--- src/rtl/scan_decoder_if.sv ---
// Control/status bundle for scan_decoder: the master drives the controls, the
// slave (the decoder) returns the one-hot lines, the index and the wrap pulse.
interface scan_decoder_if #(
  parameter int unsigned SEL_W = 2,
  parameter int unsigned DIV_W = 8
);
  localparam int unsigned N_OUT = 1 << SEL_W;

  logic             en;
  logic             mode;
  logic             load;
  logic [SEL_W-1:0] sel;
  logic [DIV_W-1:0] div;
  logic [N_OUT-1:0] out;
  logic [SEL_W-1:0] idx;
  logic             wrap;

  modport master (output en, mode, load, sel, div, input out, idx, wrap);
  modport slave  (input en, mode, load, sel, div, output out, idx, wrap);
endinterface

--- src/rtl/scan_decoder.sv ---
// One-hot decoder with a direct-load mode and a prescaled auto-scan mode.
// Define SCAN_DECODER_BLANK_EN to blank the outputs on the last cycle of each scan period.
module scan_decoder #(
  parameter int unsigned SEL_W = 2,
  parameter int unsigned DIV_W = 8
) (
  input  logic          clk,
  input  logic          rst_n,
  scan_decoder_if.slave bus
);
  localparam int unsigned    N_OUT   = 1 << SEL_W;
  localparam logic [SEL_W-1:0] IDX_MAX = SEL_W'(N_OUT - 1);

  typedef enum logic [1:0] {ST_OFF, ST_DIRECT, ST_SCAN} state_e;

  state_e           state_c;
  logic [SEL_W-1:0] idx_q,  idx_d;
  logic [DIV_W-1:0] cnt_q,  cnt_d;
  logic [N_OUT-1:0] out_q,  out_d;
  logic             wrap_q, wrap_d;
  logic             blank_c;

  // Operating state is a direct decode of en/mode so a change takes effect on the next edge.
  always_comb begin
    state_c = ST_OFF;
    if (bus.en) state_c = bus.mode ? ST_SCAN : ST_DIRECT;
  end

  always_comb begin
    idx_d   = idx_q;
    cnt_d   = cnt_q;
    wrap_d  = 1'b0;
    blank_c = 1'b0;
    out_d   = '0;
    case (state_c)
      ST_DIRECT: begin
        cnt_d = '0;
        if (bus.load) idx_d = bus.sel;
      end
      ST_SCAN: begin
        // A load wins over a coincident step and restarts the period.
        if (bus.load) begin
          idx_d = bus.sel;
          cnt_d = '0;
        end else if (cnt_q == bus.div) begin
          cnt_d  = '0;
          idx_d  = idx_q + SEL_W'(1);
          wrap_d = (idx_q == IDX_MAX);
        end else begin
          cnt_d = cnt_q + DIV_W'(1);
        end
      end
      default: ;
    endcase
`ifdef SCAN_DECODER_BLANK_EN
    blank_c = (state_c == ST_SCAN) && (bus.div != '0) && (cnt_d == bus.div);
`else
    blank_c = 1'b0;
`endif
    if ((state_c != ST_OFF) && !blank_c) out_d = N_OUT'(1) << idx_d;
  end

  always_ff @(posedge clk or negedge rst_n) begin
    if (!rst_n) begin
      idx_q  <= '0;
      cnt_q  <= '0;
      out_q  <= '0;
      wrap_q <= 1'b0;
    end else begin
      idx_q  <= idx_d;
      cnt_q  <= cnt_d;
      out_q  <= out_d;
      wrap_q <= wrap_d;
    end
  end

  assign bus.out  = out_q;
  assign bus.idx  = idx_q;
  assign bus.wrap = wrap_q;
endmodule
--- src/flat_wrapper.sv ---
// flat-port wrapper written by rule: the top's interface ports become plain ports
module scan_decoder_flat 
#(
  parameter int unsigned SEL_W = 2,
  parameter int unsigned DIV_W = 8
)
  (clk, rst_n, bus_en, bus_mode, bus_load, bus_sel, bus_div, bus_out, bus_idx, bus_wrap);
  scan_decoder_if #(.SEL_W(SEL_W), .DIV_W(DIV_W)) bus_i ();
  input  logic clk;
  input  logic rst_n;
  input wire logic [$bits(bus_i.en)-1:0] bus_en;
  input wire logic [$bits(bus_i.mode)-1:0] bus_mode;
  input wire logic [$bits(bus_i.load)-1:0] bus_load;
  input wire logic [$bits(bus_i.sel)-1:0] bus_sel;
  input wire logic [$bits(bus_i.div)-1:0] bus_div;
  output wire logic [$bits(bus_i.out)-1:0] bus_out;
  output wire logic [$bits(bus_i.idx)-1:0] bus_idx;
  output wire logic [$bits(bus_i.wrap)-1:0] bus_wrap;
  assign bus_i.en = bus_en;
  assign bus_i.mode = bus_mode;
  assign bus_i.load = bus_load;
  assign bus_i.sel = bus_sel;
  assign bus_i.div = bus_div;
  assign bus_out = bus_i.out;
  assign bus_idx = bus_i.idx;
  assign bus_wrap = bus_i.wrap;
  scan_decoder #(.SEL_W(SEL_W), .DIV_W(DIV_W)) u_core (.clk(clk), .rst_n(rst_n), .bus(bus_i));
endmodule
--- config.mk ---
export PLATFORM = sky130hd
export DESIGN_NAME = scan_decoder_flat
export DESIGN_NICKNAME = d
export VERILOG_FILES = /design/src/rtl/scan_decoder_if.sv /design/src/rtl/scan_decoder.sv /design/src/flat_wrapper.sv
export SDC_FILE = /design/constraint.sdc
export NUM_CORES = 1
export LEC_CHECK = 0
export BUFFER_PORTS_ARGS = -buffer_cell sky130_fd_sc_hd__buf_4
export CAP_MARGIN = 10
export CORE_MARGIN = 2
export CORE_UTILIZATION = 40
export CTS_BUF_LIST = sky130_fd_sc_hd__clkbuf_8
export DETAILED_ROUTE_END_ITERATION = 10
export MAX_ROUTING_LAYER = met4
export SETUP_SLACK_MARGIN = 0.4
export SYNTH_ARGS = -nofsm -noshare
export SYNTH_HDL_FRONTEND = slang
export SYNTH_SLANG_ARGS = --single-unit
--- constraint.sdc ---
create_clock -name clk -period 2.5 [get_ports clk]
set_input_delay 0.5 -clock clk [delete_from_list [all_inputs] [get_ports clk]]
set_output_delay 0.5 -clock clk [all_outputs]
set_load 0.02 [all_outputs]
==> metrics, run 1 <==
CTS Buf Count=3; hold buffer count at CTS=0; Ports=22; WS Path Type=reg -> reg; Starting Density=between 40% and 50%; Worst-Margin Slew=just under 0.4 ns; Startpoint Class=flip-flop; Compound-Gate Fraction of Synth Area=8.987%; wirelength, routed=1615 µm; core area=2022 µm²; Final Skew=0.002027 ns; post-layout util=a little over half; # diodes=0; vias per inst=4.888; mux cell area share after synthesis=0%; clock latency on the worst-skew pair=between 0.2 and 0.25 ns; post-cts resize count=0; Synth Area in Simple Gates=between 20% and 30%; mapped cell area=about 880 µm²; Yosys cell types=32; drt wl/cell=roughly 12 µm; Hold Fails Final Rpt=0; main flop type after synthesis=dfrtp_1; peak supply drop=0.4615 mV; # port buffers=21; Ys Warns=0; pwr dens=approximately 500 nW/µm²; GRT Total Usage=15.78%; final setup fails=0; max-slew violation count=0; final layout net count=125; die area=2583 µm²; height of the die=50.83 µm; Post-synth EDFFs=0; f_max=around 0.57 GHz; share of cells above drive strength 1=between 30 and 40%; largest net degree at the start of global routing=20; Slew headroom=about three quarters; max-cap check violation count=0; Die X=slightly above 50 µm; ys async rst share=between 90% and 100%; global-route wire length before repair=~2900 µm; WHS=~0.098 ns; arrival time at the worst endpoint=1.88 ns; number of synthesized register bits=15; Worst EP required=~2.6 ns; DRC viols=0; Syn Nets=102; register area share after synthesis=a little over two fifths; Mapped Cells=85; leakage=about 0.52 nW; DP Wirelength=1222 µm; status=complete, no violations; combinational family with the most area after synthesis=simple AND/OR/NAND/NOR gates; fin crit share=69.87%; htree depth=1; drt pass-1 iters=3; Area growth syn-to-layout=25.82%; gr ovfl total=0; Post-CTS Setup Bufs=0; GP Congestion=around 0.73; Starting DRT DRC Count=6; initial antenna violation count=0; Final ANT Viol Nets=0; vias in the first global route=roughly 650; syn_area_per_cell=10.32 µm²; min cycle time layout=1.747 ns; unrepaired setup endpoints after global routing=false; CTS clock-pin slew for the worst setup and hold paths=0.06 ns; row count=16; vias=655; Root Driver=clkbuf_8; Worst Setup End Kind=flip-flop; TritonCTS clock tree=built; Tightest Hold Check Type=in -> async; Tot Pwr=566.6 µW; Synth Area in Adders=2.853%; Place WS=0.5714 ns; post-synthesis xor/xnor area fraction=13.69%; sum of negative setup slack=0 ns; CTS sink cnt=15; Final WS setup=0.7533 ns; Worst Path Max Fanout=6; Max clock buf depth=2
[final cells by class]
cell class	instances	area (µm²)
Clock buffer	3	41.29
Tap cell	27	33.78
Inverter	5	18.77
Timing Repair Buffer	21	157.7
Clock inverter	1	5.005
Fill cell	193	918.4
Sequential cell	15	375.4
Multi-Input combinational cell	62	471.7
[layer usage]
| layer | vias to the layer above | track usage [%] | wire, µm |
|---|---|---|---|
| met4 | 0 | 2.703 | 11 |
| met5 | - | - | 0 |
| met2 | 14 | 23.90 | 722 |
| met1 | 304 | 20.45 | 797 |
| li1 | 335 | - | - |
| met3 | 2 | 6.140 | 84 |
[where the power goes]
group          internal (mW)  leakage [nW]  switching (mW)
clock                  0.110        0.0255          0.0793
sequential             0.255         0.202          0.0104
combinational         0.0530         0.288          0.0591
total                  0.418         0.516           0.149
[layout by cell type (no fill, tap or decap), types with 2 or more instances in the layout]
cell type / instances
nand4_1: 5
xor2_2: 2
clkbuf_8: 3
nand3_1: 3
nand2_1: 5
nand2b_1: 2
o22ai_1: 2
nor2_1: 8
ha_1: 2
inv_1: 5
nor3b_1: 2
nor3_1: 2
nor4_4: 2
dfrtp_1: 15
o21ai_0: 3
xor2_1: 7
buf_4: 21
xnor2_1: 3
[worst max-delay path, stage by stage, from the launching register on]
cell     delay, ns
dfrtp_1       0.43
xor2_1        0.19
nor4_4        0.42
a311o_1       0.25
and3_4        0.18
and3b_1       0.16
[registers in the layout, indices dropped and copies added, names as in the netlist]
signal / count
u_core.cnt_q: 8
u_core.bus.idx: 2
u_core.bus.out: 4
u_core.bus.wrap: 1
[per-stage QoR]
stage                     instance area, µm²  cells
after floorplan                        877.1     85
after detailed placement                1057    130
after global routing                    1104    134
final                                   1104    134
after CTS                               1104    134
after global placement                  1057    130
[Yosys cell counts (2+ instances only)]
library cell  number  area (µm²)
xnor2_1            3       26.28
nor3b_1            2       15.01
nor3_1             2       10.01
xor2_1             7       61.31
nand4_1            5       31.28
o22ai_1            2       12.51
nor4_4             2       42.54
nand2b_1           2       12.51
dfrtp_1           15       375.4
nand2_1            5       18.77
xor2_2             2       32.53
inv_1              5       18.77
nor2_1             8       30.03
clkbuf_1           2       7.510
nand3_1            3       15.01
ha_1               2       25.02
o21ai_0            3       15.01
[cells by family after synthesis]
kind of cell               after synthesis
AOI/OAI and AO/OA                       11
DFF                                     15
xor gates and xnor gates                12
and+or+nand+nor                         37
buffers and inverters                    8
adders and majority gates                2
[worst paths after layout]
path	depth (start not counted)	end	start	slack, ns
worst max-delay path	5	u_core.bus.out[1]	u_core.cnt_q[4]	0.75
worst min-delay path	1	u_core.cnt_q[5]	rst_n	0.1
worst max register to register	5	u_core.bus.out[1]	u_core.cnt_q[4]	0.75
worst min register to register	2	u_core.cnt_q[7]	u_core.cnt_q[7]	0.57
max in group asynchronous	1	u_core.bus.idx[1]	rst_n	2.23
min in group clk	2	u_core.bus.wrap	bus_load	0.49
Note: power is estimated with default switching activity, not from simulation.
==> run 2, diff against run 1 <==
--- a/config.mk
+++ b/config.mk
@@ -12,6 +12,7 @@
 export CTS_BUF_LIST = sky130_fd_sc_hd__clkbuf_8
 export DETAILED_ROUTE_END_ITERATION = 10
 export MAX_ROUTING_LAYER = met4
+export PLACE_DENSITY = 0.65
 export SETUP_SLACK_MARGIN = 0.4
 export SYNTH_ARGS = -nofsm -noshare
 export SYNTH_HDL_FRONTEND = slang
==> constraint.sdc (replaced) <==
create_clock -name clk -period 1.6 [get_ports clk]
set_input_delay 0.32 -clock clk [delete_from_list [all_inputs] [get_ports clk]]
set_output_delay 0.32 -clock clk [all_outputs]
set_load 0.02 [all_outputs]
==> run 2 against run 1 <==
The run now ends with negative setup slack left. Maximum frequency is 3.0% higher. Critical path depth stayed put. Final cell count is 14% higher. Non-clock buffer count is 19 higher. Clock skew is 0.00098 ns lower. Die area stayed put. Via count is 17% higher. Worst setup slack worse by 0.85 ns. Critical path type unchanged. Largest cell class unchanged.
==> metrics, run 2 (synthesis results as in run 1) <==
status=finished with violations (was complete, no violations); failing checks=negative setup slack; Root Driver=clkbuf_8 (unchanged); Starting Density=43.38% (unchanged); vias per inst=5.026 (was 4.888); crit path from=u_core.cnt_q[5] (was u_core.cnt_q[4]); initial antenna violation count=0 (unchanged); leakage=0.6238 nW (was 0.5155 nW); sum of negative setup slack=-0.4794 ns (was 0 ns); Reg power frac=42.9% (was 46.8%); arrival time at the worst endpoint=1.83 ns (was 1.88 ns); vias in the first global route=747 (was 645); Die X=50.83 µm (unchanged); unrepaired setup endpoints after global routing=true (was false); htree depth=1 (unchanged); logic gate share of total power=24.4% (was 19.8%); clock power share=32.7% (was 33.4%); WHS=0.3013 ns (was 0.09763 ns); global-route wire length before repair=3429 µm (was 2911 µm); max-slew violation count=0 (unchanged); core area=2022 µm² (unchanged); row count=16 (unchanged); CTS sink cnt=15 (unchanged); commonest non-fill, non-tap cell in the layout=buf_4 (unchanged); largest net degree at the start of global routing=20 (unchanged); final setup fails=10 (was 0); Startpoint Class=flip-flop (unchanged); drt pass-1 iters=6 (was 3); sw power=273.5 µW (was 148.9 µW); GP Congestion=0.7583 (was 0.7320); DRC viols=0 (unchanged); Worst Path Max Fanout=5 (was 6); Worst-Margin Slew=0.3398 ns (was 0.3857 ns); Final Skew=0.001050 ns (was 0.002027 ns); Ports=22 (unchanged); fin cells=153 (was 134); # diodes=0 (unchanged); WS Path Type=reg -> reg (unchanged); Area growth syn-to-layout=51.78% (was 25.82%); Slew headroom=77.18% (was 74.10%); pwr dens=722.4 nW/µm² (was 513.4 nW/µm²); GRT Total Usage=18.20% (was 15.78%); Worst Hold Path Cells=2; fin crit share=106.0% (was 69.87%); Max clock buf depth=2 (unchanged); vias=769 (was 655); max reg flops=8 (unchanged); DP Cell Count=143 (was 130); min cycle time layout=1.695 ns (was 1.747 ns); Final Instance Area=1331 µm² (was 1104 µm²); gr ovfl total=0 (unchanged); # port buffers=21 (unchanged); Hold Fails Final Rpt=0 (unchanged); Final WS setup=-0.09546 ns (was 0.7533 ns); peak supply drop=0.4860 mV (was 0.4615 mV); f_max=0.5898 GHz (was 0.5725 GHz); CTS Buf Count=3 (unchanged); wirelength, routed=2066 µm (was 1615 µm); Placement Cell Area=1157 µm² (was 1057 µm²); drt wl/cell=13.50 µm (was 12.05 µm); clock latency on the worst-skew pair=0.25 ns (was 0.24 ns); DP Wirelength=1320 µm (was 1222 µm); Starting DRT DRC Count=11 (was 6); die area=2583 µm² (unchanged); Worst EP required=1.74 ns (was 2.64 ns); height of the die=50.83 µm (unchanged); Hold Crit Start=bus_load; CTS clock-pin slew for the worst setup and hold paths=0.07 ns (was 0.06 ns); TritonCTS clock tree=built (unchanged); worst r2r src=u_core.cnt_q[5] (was u_core.cnt_q[4]); commonest non-fill, non-tap cells in the layout=36 x buf_4, 15 x dfrtp_1, 7 x xor2_2 (was 21 x buf_4, 15 x dfrtp_1, 8 x nor2_1); sw frac=28.43% (was 26.27%); Largest Register=u_core.cnt_q (unchanged); share of cells above drive strength 1=50.79% (was 32.71%); Place WS=-0.1355 ns (was 0.5714 ns); Tightest Hold Check Type=in -> reg (was in -> async); r2r worst-path depth=5 (unchanged); Worst Setup End Kind=flip-flop (unchanged); max-cap check violation count=0 (unchanged); final layout net count=144 (was 125); fill count=155 (was 193); Final ANT Viol Nets=0 (unchanged); Int Pwr=688.3 µW (was 417.7 µW)
run 2: cell types whose count changed in the layout (fill, tap and decap cells not counted), sizes merged:
cell / before / now
buf: 21 / 39
dlygate4sd3: 0 / 1
run 2: stage by stage:
step,utilization [%],power (mW)
finish,65.84,0.9618
global route,65.84,1.011
CTS,62.13,0.9398
detailed placement,57.24,0.6169
global placement,57.24,0.6140
floorplan,-,0.5235
run 2: area by class of cell:
class / instances / area [µm²] / share of cell area (%)
clock inverter: 1 / 5.005 / 0.3759
clock buffer: 3 / 41.29 / 3.101
multi-input combinational: 62 / 543.0 / 40.79
inverter: 5 / 18.77 / 1.410
tap: 27 / 33.78 / 2.538
timing repair buffer: 40 / 314.1 / 23.59
sequential: 15 / 375.4 / 28.20
run 2: power by group through the flow:
stage               Combinational, mW  Clock [mW]  Sequential [mW]
finish                          0.235       0.315            0.412
global route                    0.258       0.340            0.414
CTS                             0.214       0.315            0.410
detailed placement              0.200           0            0.417
global placement                0.197           0            0.417
floorplan                      0.0869           0            0.437
run 2: layer usage:
layer  part of all wire, %  global-route usage (%)
met1                    45                   24.30
met2                    50                   26.97
met3                   3.5                   4.094
met4                   1.9                   7.207
met5                     0                       -
run 2: final timing paths:
path	end	slack, ns
min reg2reg	u_core.bus.idx[1]	0.62
min in group asynchronous	u_core.cnt_q[5]	0.47
max in group asynchronous	u_core.bus.out[2]	0.96
min	u_core.bus.wrap	0.30
max reg2reg	u_core.bus.out[1]	-0.1
max	u_core.bus.out[1]	-0.1
run 2: timing repair:
item                                    CTS  global route
resized for setup                         4            12
endpoints found under the setup margin   15            15
hold buffers                              1             0
setup buffers                             2             3
pin swaps                                 3             7
endpoints found under the hold margin    15             0
run 2: worst max-delay path, cell delays in order (launching register included):
cell     delay, ns
dfrtp_1       0.41
xor2_2        0.17
nor4_4        0.39
a311o_1       0.26
and3_4        0.19
and3b_1       0.17
